File: src/rtl/m_clk_pkg.sv
// Shared types and helpers for the programmable clock divider.
package m_clk_pkg;

  typedef enum logic [1:0] {
    IDLE = 2'd0,
    RUN  = 2'd1,
    STOP = 2'd2
  } state_t;

  localparam int unsigned MIN_DIV = 2;

  // Ratios below MIN_DIV cannot produce a two-phase waveform, so they are raised to it.
  function automatic logic [31:0] clamp_div(input logic [31:0] ratio);
    return (ratio < MIN_DIV) ? MIN_DIV : ratio;
  endfunction

endpackage

File: src/rtl/m_clk_div_neg.sv
// Falling-edge phase flop for odd divide ratios, clocked through the inverter cell.
module m_clk_div_neg (
  input  logic clk,
  input  logic rst,
  input  logic d,
  output logic q
);

  logic clk_n;

  m_inv u_inv (
    .a (clk),
    .y (clk_n)
  );

  // Retime the rising-edge phase by half a source period; rst is resampled on this edge.
  always_ff @(posedge clk_n) begin
    if (rst) q <= 1'b0;
    else     q <= d;
  end

endmodule

File: src/rtl/m_inv.sv
// Clock-tree inverter cell wrapper; swap the body for a library cell when mapping.
module m_inv (
  input  logic a,
  output logic y
);

  assign y = ~a;

endmodule

File: src/rtl/m_clk_div.sv
// Glitch-free programmable clock divider with 50% duty for even and odd ratios,
// period-aligned ratio reprogramming and clean start/stop.
module m_clk_div
  import m_clk_pkg::*;
#(
  parameter int unsigned DIV_W   = 8,
  parameter int unsigned RST_DIV = 2
) (
  input  logic             clk,
  input  logic             rst,
  input  logic             en,
  input  logic [DIV_W-1:0] div_ratio,
  input  logic             div_ld,
  output logic             div_ack,
  output logic [DIV_W-1:0] cur_ratio,
  output logic             running,
  output logic             clk_out
);

  state_t           state;
  logic [DIV_W-1:0] cnt;
  logic [DIV_W-1:0] active;
  logic [DIV_W-1:0] pending;
  logic             pending_vld;
  logic             pos_q;
  logic             neg_q;
  logic [DIV_W-1:0] half;
  logic             boundary;
  logic             apply;

  // Last cycle of an output period; pos_q is already low here for every N >= 3.
  assign boundary = (cnt == active - 1'b1);
  // N/2 for even N and (N-1)/2 for odd N are the same shift.
  assign half     = active >> 1;
  // A pending ratio lands at a period boundary, or straight away when stopped.
  assign apply    = pending_vld && ((state == IDLE) || boundary);

  // Counter, FSM, ratio shadow and rising-edge phase.
  // NOTE: every register here uses <= so all of them see the pre-edge values;
  // pos_q must be computed from the old cnt and the old half at a ratio change.
  always_ff @(posedge clk) begin
    if (rst) begin
      state       <= IDLE;
      cnt         <= '0;
      active      <= DIV_W'(RST_DIV);
      pending     <= DIV_W'(RST_DIV);
      pending_vld <= 1'b0;
      pos_q       <= 1'b0;
      div_ack     <= 1'b0;
    end else begin
      div_ack <= apply;

      // A load in the applying cycle refills the shadow for the next boundary.
      if (div_ld) begin
        pending     <= DIV_W'(clamp_div(32'(div_ratio)));
        pending_vld <= 1'b1;
      end else if (apply) begin
        pending_vld <= 1'b0;
      end

      if (apply) active <= pending;

      case (state)
        IDLE: begin
          cnt   <= '0;
          pos_q <= 1'b0;
          if (en) state <= RUN;
        end
        RUN, STOP: begin
          pos_q <= (cnt < half);
          cnt   <= boundary ? '0 : cnt + 1'b1;
          if (en)                 state <= RUN;
          else if (state == RUN)  state <= STOP;
          else if (boundary)      state <= IDLE;
        end
        default: state <= IDLE;
      endcase
    end
  end

  // Half-period extension, only meaningful for odd ratios.
  m_clk_div_neg u_neg (
    .clk (clk),
    .rst (rst),
    .d   (pos_q & active[0]),
    .q   (neg_q)
  );

  assign running   = (state != IDLE);
  assign cur_ratio = active;
  // Gating neg_q with running drops the output on the same rising edge that
  // samples rst, instead of waiting for the falling-edge flop to clear.
  assign clk_out   = pos_q | (neg_q & running);

endmodule

File: config.mk
export PLATFORM = sky130hd
export DESIGN_NAME = m_clk_div
export DESIGN_NICKNAME = d
export VERILOG_FILES = /design/src/rtl/m_clk_pkg.sv /design/src/rtl/m_clk_div_neg.sv /design/src/rtl/m_inv.sv /design/src/rtl/m_clk_div.sv
export SDC_FILE = /design/constraint.sdc
export NUM_CORES = 1
export LEC_CHECK = 0
export ABC_AREA = 1
export CORE_ASPECT_RATIO = 1.25
export CORE_MARGIN = 1.5
export CORE_UTILIZATION = 61
export CTS_BUF_LIST = sky130_fd_sc_hd__clkbuf_4 sky130_fd_sc_hd__clkbuf_8
export CTS_CLUSTER_SIZE = 14
export DETAILED_ROUTE_END_ITERATION = 16
export GPL_ROUTABILITY_DRIVEN = 0
export PLACE_DENSITY_LB_ADDON = 0.15
export SLEW_MARGIN = 20
export SYNTH_ARGS = -nofsm -noshare
export SYNTH_HDL_FRONTEND = slang
export SYNTH_SLANG_ARGS = --single-unit
File: constraint.sdc
create_clock -name clk -period 2.55 [get_ports clk]
set_input_delay 0.51 -clock clk [delete_from_list [all_inputs] [get_ports clk]]
set_output_delay 0.51 -clock clk [all_outputs]
set_load 0.005 [all_outputs]
==> results of run 1 <==
worst register-to-register path, stage by stage, from the launching register on:
cell and delay, ns:
sky130_fd_sc_hd__dfxtp_1 0.44, sky130_fd_sc_hd__inv_2 0.12, sky130_fd_sc_hd__nor3_1 0.20
kinds of logic after synthesis:
| logic type | after synthesis | share of synthesized area |
|---|---|---|
| AO/OA/AOI/OAI | 42 | 0.1345 |
| XOR/XNOR | 11 | 0.05567 |
| adder cells (fa/ha/maj) | 12 | 0.08677 |
| buffers and inverters | 41 | 0.09254 |
| flip-flops | 30 | 0.3471 |
| AND/OR/NAND/NOR | 110 | 0.2834 |
flip-flops by register name (all words and copies together) (netlist names):
register,count
pending,8
u_neg.q,1
div_ack,1
cur_ratio,8
state,2
pending_vld,1
cnt,8
pos_q,1
layer usage:
metal	routed length (um)	GRT usage	vias to the layer above	share of wire
li1	-	-	843	-
met1	1580	0.2799	740	0.41
met2	2085	0.5181	37	0.54
met3	126	0.06220	10	0.032
met4	93	0.1385	0	0.024
met5	0	0	-	0
through the flow:
stage	cells	worst slack, ns	power [mW]	utilization	cell area [sq um]
floorplan	246	0.3718	0.6881	-	1730
global placement	298	-0.1062	0.7648	0.7390	1981
detailed placement	298	-0.1226	0.7741	0.7390	1981
CTS	306	-0.1190	1.072	0.7610	2039
global route	306	-0.1347	1.131	0.7610	2039
finish	306	-0.1019	1.070	0.7610	2039
cell type report:
type / instances / area [sq um]
fill: 210 / 640.6
clock inverter: 2 / 8.758
clock buffer: 7 / 58.81
inverter: 35 / 136.4
timing repair buffer: 23 / 222.7
sequential: 30 / 600.6
multi-input combinational: 175 / 969.7
tap: 34 / 42.54
path summary, 6_finish.rpt:
| path | end | from | depth (start not counted) | slack (ns) |
|---|---|---|---|---|
| worst max-delay path | clk_out | u_neg.q | 3 | -0.10 |
| worst min-delay path | cur_ratio[1] | pending[1] | 2 | 0.48 |
| worst max register to register | u_neg.q | cur_ratio[0] | 2 | 0.49 |
| worst min register to register | cur_ratio[1] | pending[1] | 2 | 0.48 |
placed cells by master (no fill, tap or decap), types with 2 or more instances in the layout:
master and n:
sky130_fd_sc_hd__o211ai_1 2, sky130_fd_sc_hd__a21oi_1 12, sky130_fd_sc_hd__nor2_2 3, sky130_fd_sc_hd__nand2_1 38, sky130_fd_sc_hd__clkdlybuf4s50_1 21, sky130_fd_sc_hd__nor2_1 37
sky130_fd_sc_hd__inv_1 34, sky130_fd_sc_hd__xor2_1 6, sky130_fd_sc_hd__nand3_1 18, sky130_fd_sc_hd__ha_1 12, sky130_fd_sc_hd__nor3_1 2, sky130_fd_sc_hd__o22ai_1 3
sky130_fd_sc_hd__nand4_1 5, sky130_fd_sc_hd__nand2_2 2, sky130_fd_sc_hd__clkbuf_4 6, sky130_fd_sc_hd__o21ai_1 4, sky130_fd_sc_hd__xnor2_1 5, sky130_fd_sc_hd__nand2_4 3
sky130_fd_sc_hd__o21ai_0 16, sky130_fd_sc_hd__dfxtp_1 30
power by group through the flow:
stage / registers (mW) / logic (mW) / clock network (mW)
2_1_floorplan: 0.530 / 0.153 / 0.00491
3_3_place_gp: 0.534 / 0.226 / 0.00491
3_5_place_dp: 0.535 / 0.234 / 0.00491
4_1_cts: 0.524 / 0.235 / 0.313
5_1_grt: 0.530 / 0.264 / 0.336
6_report: 0.525 / 0.234 / 0.311
==> flow_metrics.tcl, run 1 <==
set metrics [dict create \
    fp.dieH_um 62.55 \
    detail_route.drc_violations 0 \
    timing_worst_slew_pin_value_ns 0.3708 \
    tns_ns -0.1019 \
    area_growth_syn_to_layout_pct 17.86 \
    cp_cell_sequence "nand2_1, nand2_1, buf_2" \
    worstPathArrival_ns 2.14 \
    final_hold_viol_count 0 \
    slack_of_the_critical_path_ns -0.1019 \
    synth.top_cells.by_count "sky130_fd_sc_hd__nand2_1, sky130_fd_sc_hd__nor2_1, sky130_fd_sc_hd__inv_1" \
    synth.largest_area_cell "sky130_fd_sc_hd__dfxtp_1" \
    peakVddDrop_mv 0.6086 \
    antenna_violating_nets_post_route 0 \
    power_switching_uw 324.1 \
    cellLeakagePower_nw 0.9112 \
    fin_hold_ws_ns 0.4786 \
    power_per_cell_area_mw_per_mm2 524.6 \
    fin_nets 295 \
    critical_path.startpoint_type "flip-flop" \
    clkLatencyLatePin_ns 0.37 \
    synth_cells 246 \
    cts_inserted_buffers 5 \
    dr.first_iter.drc_count 37 \
    unrepaired_setup_endpoints_after_global_routing "true" \
    fin_skew_ns 0.04521 \
    drt_pass1_iterations 4 \
    finalSetupViolCount 1 \
    dr_total_vias 1630 \
    crit_path_top_delay_cell "sky130_fd_sc_hd__dfxtp_1" \
    clockRootBuffer "sky130_fd_sc_hd__clkbuf_4" \
    crit_path_frequent_cell "sky130_fd_sc_hd__nand2_1" \
    via_count_of_the_first_global_routing_pass 1598 \
    post_cts_setup_inserts 0 \
    combinationalPowerShare 0.219 \
    clk_path_buf_depth 2 \
    internal_power_uw 745.8 \
    switching_part_of_the_total 0.3029 \
    drive_above_1_share 0.07721 \
    postSynth.topFlopCell "sky130_fd_sc_hd__dfxtp_1" \
    part_of_the_total_power_dissipated_in_sequential_elements 0.490 \
    post-synth-top-count-cell "sky130_fd_sc_hd__nand2_1" \
    failed_checks "negative setup slack" \
    mappedNetlistArea_sq_mm 0.001730 \
    initial_utilization 0.6457 \
    endpoint_kind "output pin" \
    routed_wl_mm 3.885 \
    dpl_hpwl_mm 2.898 \
    ys_ff_latch 30 \
    synth.yosys.warnings 0 \
    die_outline_area_sq_mm 0.003168 \
    postSynthNetCount 270 \
    max_cap_viol_count 0 \
    cp_slowest_stage_delay_ns 0.30 \
    post_synth_num_cell_types 29 \
    cts.clk_slew.worst_paths_ns 0.09 \
    critical_path_peak_fanout 1 \
    min_path_type "flip-flop to flip-flop" \
    yosysSeqAreaShare 0.3471 \
    grt_max_degree 18 \
    globalRoute.totalOverflow 0 \
    global_route_usage_over_all_layers 0.2784 \
    number_of_enable_flip_flop_cells_after_synthesis 0 \
    postSynth.asyncResetShare 0 \
    avgRoutedWirePerCell_um 12.70 \
    h-tree-depth 2 \
    status "complete, but fails checks" \
    slew_viol_final 0 \
    io_pins 23 \
    die_width_um 50.64 \
    via_per_inst 5.327 \
    criticalPathCategory "flip-flop to output pin" \
    cpLargestDelayFamily "flip-flops" \
    yosys.area.top_type_share 0.3471 \
    headroom_to_the_max_slew_limit 0.7525 \
    fp.coreArea_sq_mm 0.002680 \
    antenna-diode-count 0 \
    cp_data_required_time_ns 2.04 \
    post_cts_resize_count 4 \
    cts.sink_count 30 \
    path_buf_inv 1 \
    cts.hold.buffers_added 0 \
    clock_power_share 0.291 \
    synth_area_per_cell_sq_um 7.034 \
    cts_tree "done" \
    grt_antenna_before_repair 0 \
    synthTopCellsByArea "sky130_fd_sc_hd__dfxtp_1, sky130_fd_sc_hd__ha_1, sky130_fd_sc_hd__nand2_1, sky130_fd_sc_hd__nor2_1, sky130_fd_sc_hd__inv_1" \
    port-buffer-count 22 \
    core.rowCount 21 \
    grt_first_pass_wirelength_mm 6.665 \
]
(Power assumes the default switching activity.)
==> run 2, diff against run 1 <==
--- a/config.mk
+++ b/config.mk
@@ -5,10 +5,8 @@
 export SDC_FILE = /design/constraint.sdc
 export NUM_CORES = 1
 export LEC_CHECK = 0
-export ABC_AREA = 1
-export CORE_ASPECT_RATIO = 1.25
 export CORE_MARGIN = 1.5
-export CORE_UTILIZATION = 61
+export CORE_UTILIZATION = 62
 export CTS_BUF_LIST = sky130_fd_sc_hd__clkbuf_4 sky130_fd_sc_hd__clkbuf_8
 export CTS_CLUSTER_SIZE = 14
 export DETAILED_ROUTE_END_ITERATION = 16
==> run 2 against run 1 <==
  * The flow still finishes with violations (negative setup slack)
  * Setup slack got worse by 0.073 ns
  * Die area rose by 8.8%
  * Synthesized cell count fell by 6.9%
  * Wire length rose by 24%
  * Sequential share of layout area fell by 2.7 points
  * Hold slack improved by 0.048 ns
  * Global-route usage rose by 3.1 points
  * Critical endpoint unchanged
  * Highest routed layer unchanged
==> flow_metrics.tcl, run 2 <==
set metrics [dict create \
    sequential_cell_area_sq_um 600.6 \
    fin_nets 277 \
    post_synth_xor_area_fraction 0.06372 \
    h-tree-depth 2 \
    drive_above_1_share 0.09449 \
    via_count_of_the_first_global_routing_pass 1747 \
    clk_path_buf_depth 2 \
    status "complete, but fails checks" \
    place_inst 279 \
    global_route_usage_over_all_layers 0.3097 \
    synth_top_family_by_area "compound AO/OA/AOI/OAI gates" \
    avgRoutedWirePerCell_um 16.79 \
    post_cts_setup_inserts 0 \
    max_cap_viol_count 0 \
    unrepaired_setup_endpoints_after_global_routing "true" \
    min-delay-start "pending[1]" \
    cts_inserted_buffers 5 \
    dpl_hpwl_mm 3.735 \
    grt_max_degree 29 \
    synth-compound-area-share 0.2347 \
    cp_cell_sequence "a21o_1, buf_2" \
    drt_pass1_iterations 4 \
    worstReg2RegEnd "cur_ratio[1]" \
    clkLatencyLatePin_ns 0.38 \
    cpLargestDelayFamily "flip-flops" \
    muxShareOfSynthArea 0.03121 \
    yosys.area.top_type_share 0.3121 \
    synth-simple-area-share 0.2159 \
    crit_path_top_delay_cell "sky130_fd_sc_hd__dfxtp_1" \
    critical_path.startpoint_type "flip-flop" \
    yosys.area_share.adder 0.07802 \
    cp_data_required_time_ns 2.04 \
    layoutNonFillerInstCount 287 \
    reg2reg_setup_slack_ns 0.27 \
    synthTopCellsByArea "sky130_fd_sc_hd__dfxtp_1, sky130_fd_sc_hd__ha_1, sky130_fd_sc_hd__a21oi_1, sky130_fd_sc_hd__xor2_1, sky130_fd_sc_hd__a41oi_1" \
    area_growth_syn_to_layout_pct 16.84 \
    postSynthNetCount 253 \
    routed_wl_mm 4.820 \
    worst_r2r_startpoint "cur_ratio[0]" \
    cp_slowest_stage_delay_ns 0.29 \
    antenna_violating_nets_post_route 0 \
    multi_input_area_sq_mm 0.001200 \
    power_total_mw 1.038 \
    postSynth.topFlopCell "sky130_fd_sc_hd__dfxtp_1" \
    final_hold_viol_count 0 \
    failed_checks "negative setup slack" \
    number_of_enable_flip_flop_cells_after_synthesis 0 \
    initial_utilization 0.6408 \
    dr.first_iter.drc_count 120 \
    rr_worst_depth 8 \
    clockRootBuffer "sky130_fd_sc_hd__clkbuf_4" \
    fin_skew_ns 0.05338 \
    slew_viol_final 0 \
    headroom_to_the_max_slew_limit 0.5552 \
    timing_worst_slew_pin_value_ns 0.6659 \
    finalCoreUtilization 0.7488 \
    ys_ff_latch 30 \
    cts_tree "done" \
    fill_cells 228 \
    cts.sink_count 30 \
    critical_path_peak_fanout 1 \
    dr_total_vias 1819 \
    antenna-diode-count 0 \
    grt_first_pass_wirelength_mm 8.038 \
    synth.top_cells.by_count "sky130_fd_sc_hd__dfxtp_1, sky130_fd_sc_hd__inv_1, sky130_fd_sc_hd__a21oi_1" \
    via_per_inst 6.338 \
    slack_of_the_critical_path_ns -0.1750 \
    synth.yosys.warnings 0 \
    postSynth.asyncResetShare 0 \
    synth.largest_area_cell "sky130_fd_sc_hd__dfxtp_1" \
    path_buf_inv 1 \
    detail_route.drc_violations 0 \
    finalSetupViolCount 1 \
    globalRoute.totalOverflow 0 \
    cellLeakagePower_nw 0.9010 \
    post-synth-top-count-cell "sky130_fd_sc_hd__dfxtp_1" \
    cts.clk_slew.worst_paths_ns 0.10 \
    die_outline_area_sq_mm 0.003447 \
    mostFrequentLayoutCells "sky130_fd_sc_hd__dfxtp_1, sky130_fd_sc_hd__clkdlybuf4s50_1, sky130_fd_sc_hd__inv_1, sky130_fd_sc_hd__a21oi_1, sky130_fd_sc_hd__nor2_1" \
    worst_hold_path.endpoint "pending[1]" \
    endpoint_kind "output pin" \
    layout_commonest_cell "sky130_fd_sc_hd__dfxtp_1" \
    fp.dieH_um 58.71 \
    worst_hold_path.num_cells 2 \
    criticalPathCategory "flip-flop to output pin" \
    post_synth_num_cell_types 48 \
    port-buffer-count 22 \
    yosysSeqAreaShare 0.3121 \
    min_path_type "flip-flop to flip-flop" \
    synth_cells 229 \
    synth_area_per_cell_sq_um 8.403 \
    mappedNetlistArea_sq_mm 0.001924 \
    peakVddDrop_mv 0.3625 \
    die_width_um 58.71 \
    io_pins 23 \
    fp.coreArea_sq_mm 0.003003 \
    power_per_cell_area_mw_per_mm2 461.8 \
    grt_antenna_before_repair 0 \
    core.rowCount 20 \
    worstPathArrival_ns 2.22 \
]
[run 2: cells by family (layout without fill, tap and decap cells)]
family / count (synthesis) / in the layout
AND/OR/NAND/NOR: 74 / 74
multiplexers: 6 / 6
flip-flops: 30 / 30
buffers and inverters: 30 / 55
AO/OA/AOI/OAI: 63 / 63
adder cells (fa/ha/maj): 12 / 12
XOR/XNOR: 14 / 14
[run 2: how the worst max path moves through the flow]
stage | slack, ns | end | depth (start not counted) | from
floorplan | 0.07 | u_neg.q | 3 | rst
global placement | -0.12 | clk_out | 2 | u_neg.q
detailed placement | -0.12 | clk_out | 2 | u_neg.q
CTS | -0.18 | clk_out | 2 | u_neg.q
global route | -0.20 | clk_out | 2 | u_neg.q
finish | -0.18 | clk_out | 2 | u_neg.q
[run 2: area by class of cell]
cell class,count,area share
clock buffer,7,0.02615
tap,33,0.01836
clock inverter,2,0.003895
sequential,30,0.2671
timing repair buffer,31,0.1258
inverter,15,0.02504
multi-input combinational,169,0.5337
[run 2: tightest hold or removal path, cell delays in order, from the launching register on]
cell and delay, ns:
sky130_fd_sc_hd__dfxtp_1 0.36, sky130_fd_sc_hd__o22ai_1 0.08, sky130_fd_sc_hd__nand2_1 0.06
[run 2: where the power goes]
part	total, mW	switching, mW	internal [mW]
sequential	0.510	0.0226	0.487
clock	0.315	0.169	0.146
combinational	0.213	0.119	0.0947
[run 2: metrics by stage]
step / hold slack, ns / TNS, ns / area [sq um] / setup WS [ns]
6_report: 0.5265 / -0.1750 / 2248 / -0.1750
5_1_grt: 0.5654 / -0.2039 / 2248 / -0.2039
4_1_cts: 0.5322 / -0.1836 / 2248 / -0.1836
3_5_place_dp: 0.5066 / -0.2022 / 2190 / -0.1241
3_3_place_gp: 0.4939 / -0.1862 / 2190 / -0.1185
2_1_floorplan: 0.4657 / 0 / 1924 / 0.07112
[run 2: what timing repair did]
| action | 4_1_cts | 5_1_grt |
|---|---|---|
| gates resized for setup | 4 | 0 |
| setup endpoints to repair | 1 | 1 |
| hold buffers | 0 | 0 |
| pin swaps | 1 | 0 |
[run 2: per-layer routing]
layer / wire (um) / track usage / vias to the layer above
met3: 197 / 0.05495 / 14
met2: 2420 / 0.5265 / 50
met1: 2083 / 0.3842 / 872
li1: - / - / 883
met5: 0 / 0 / -
met4: 119 / 0.1364 / 0
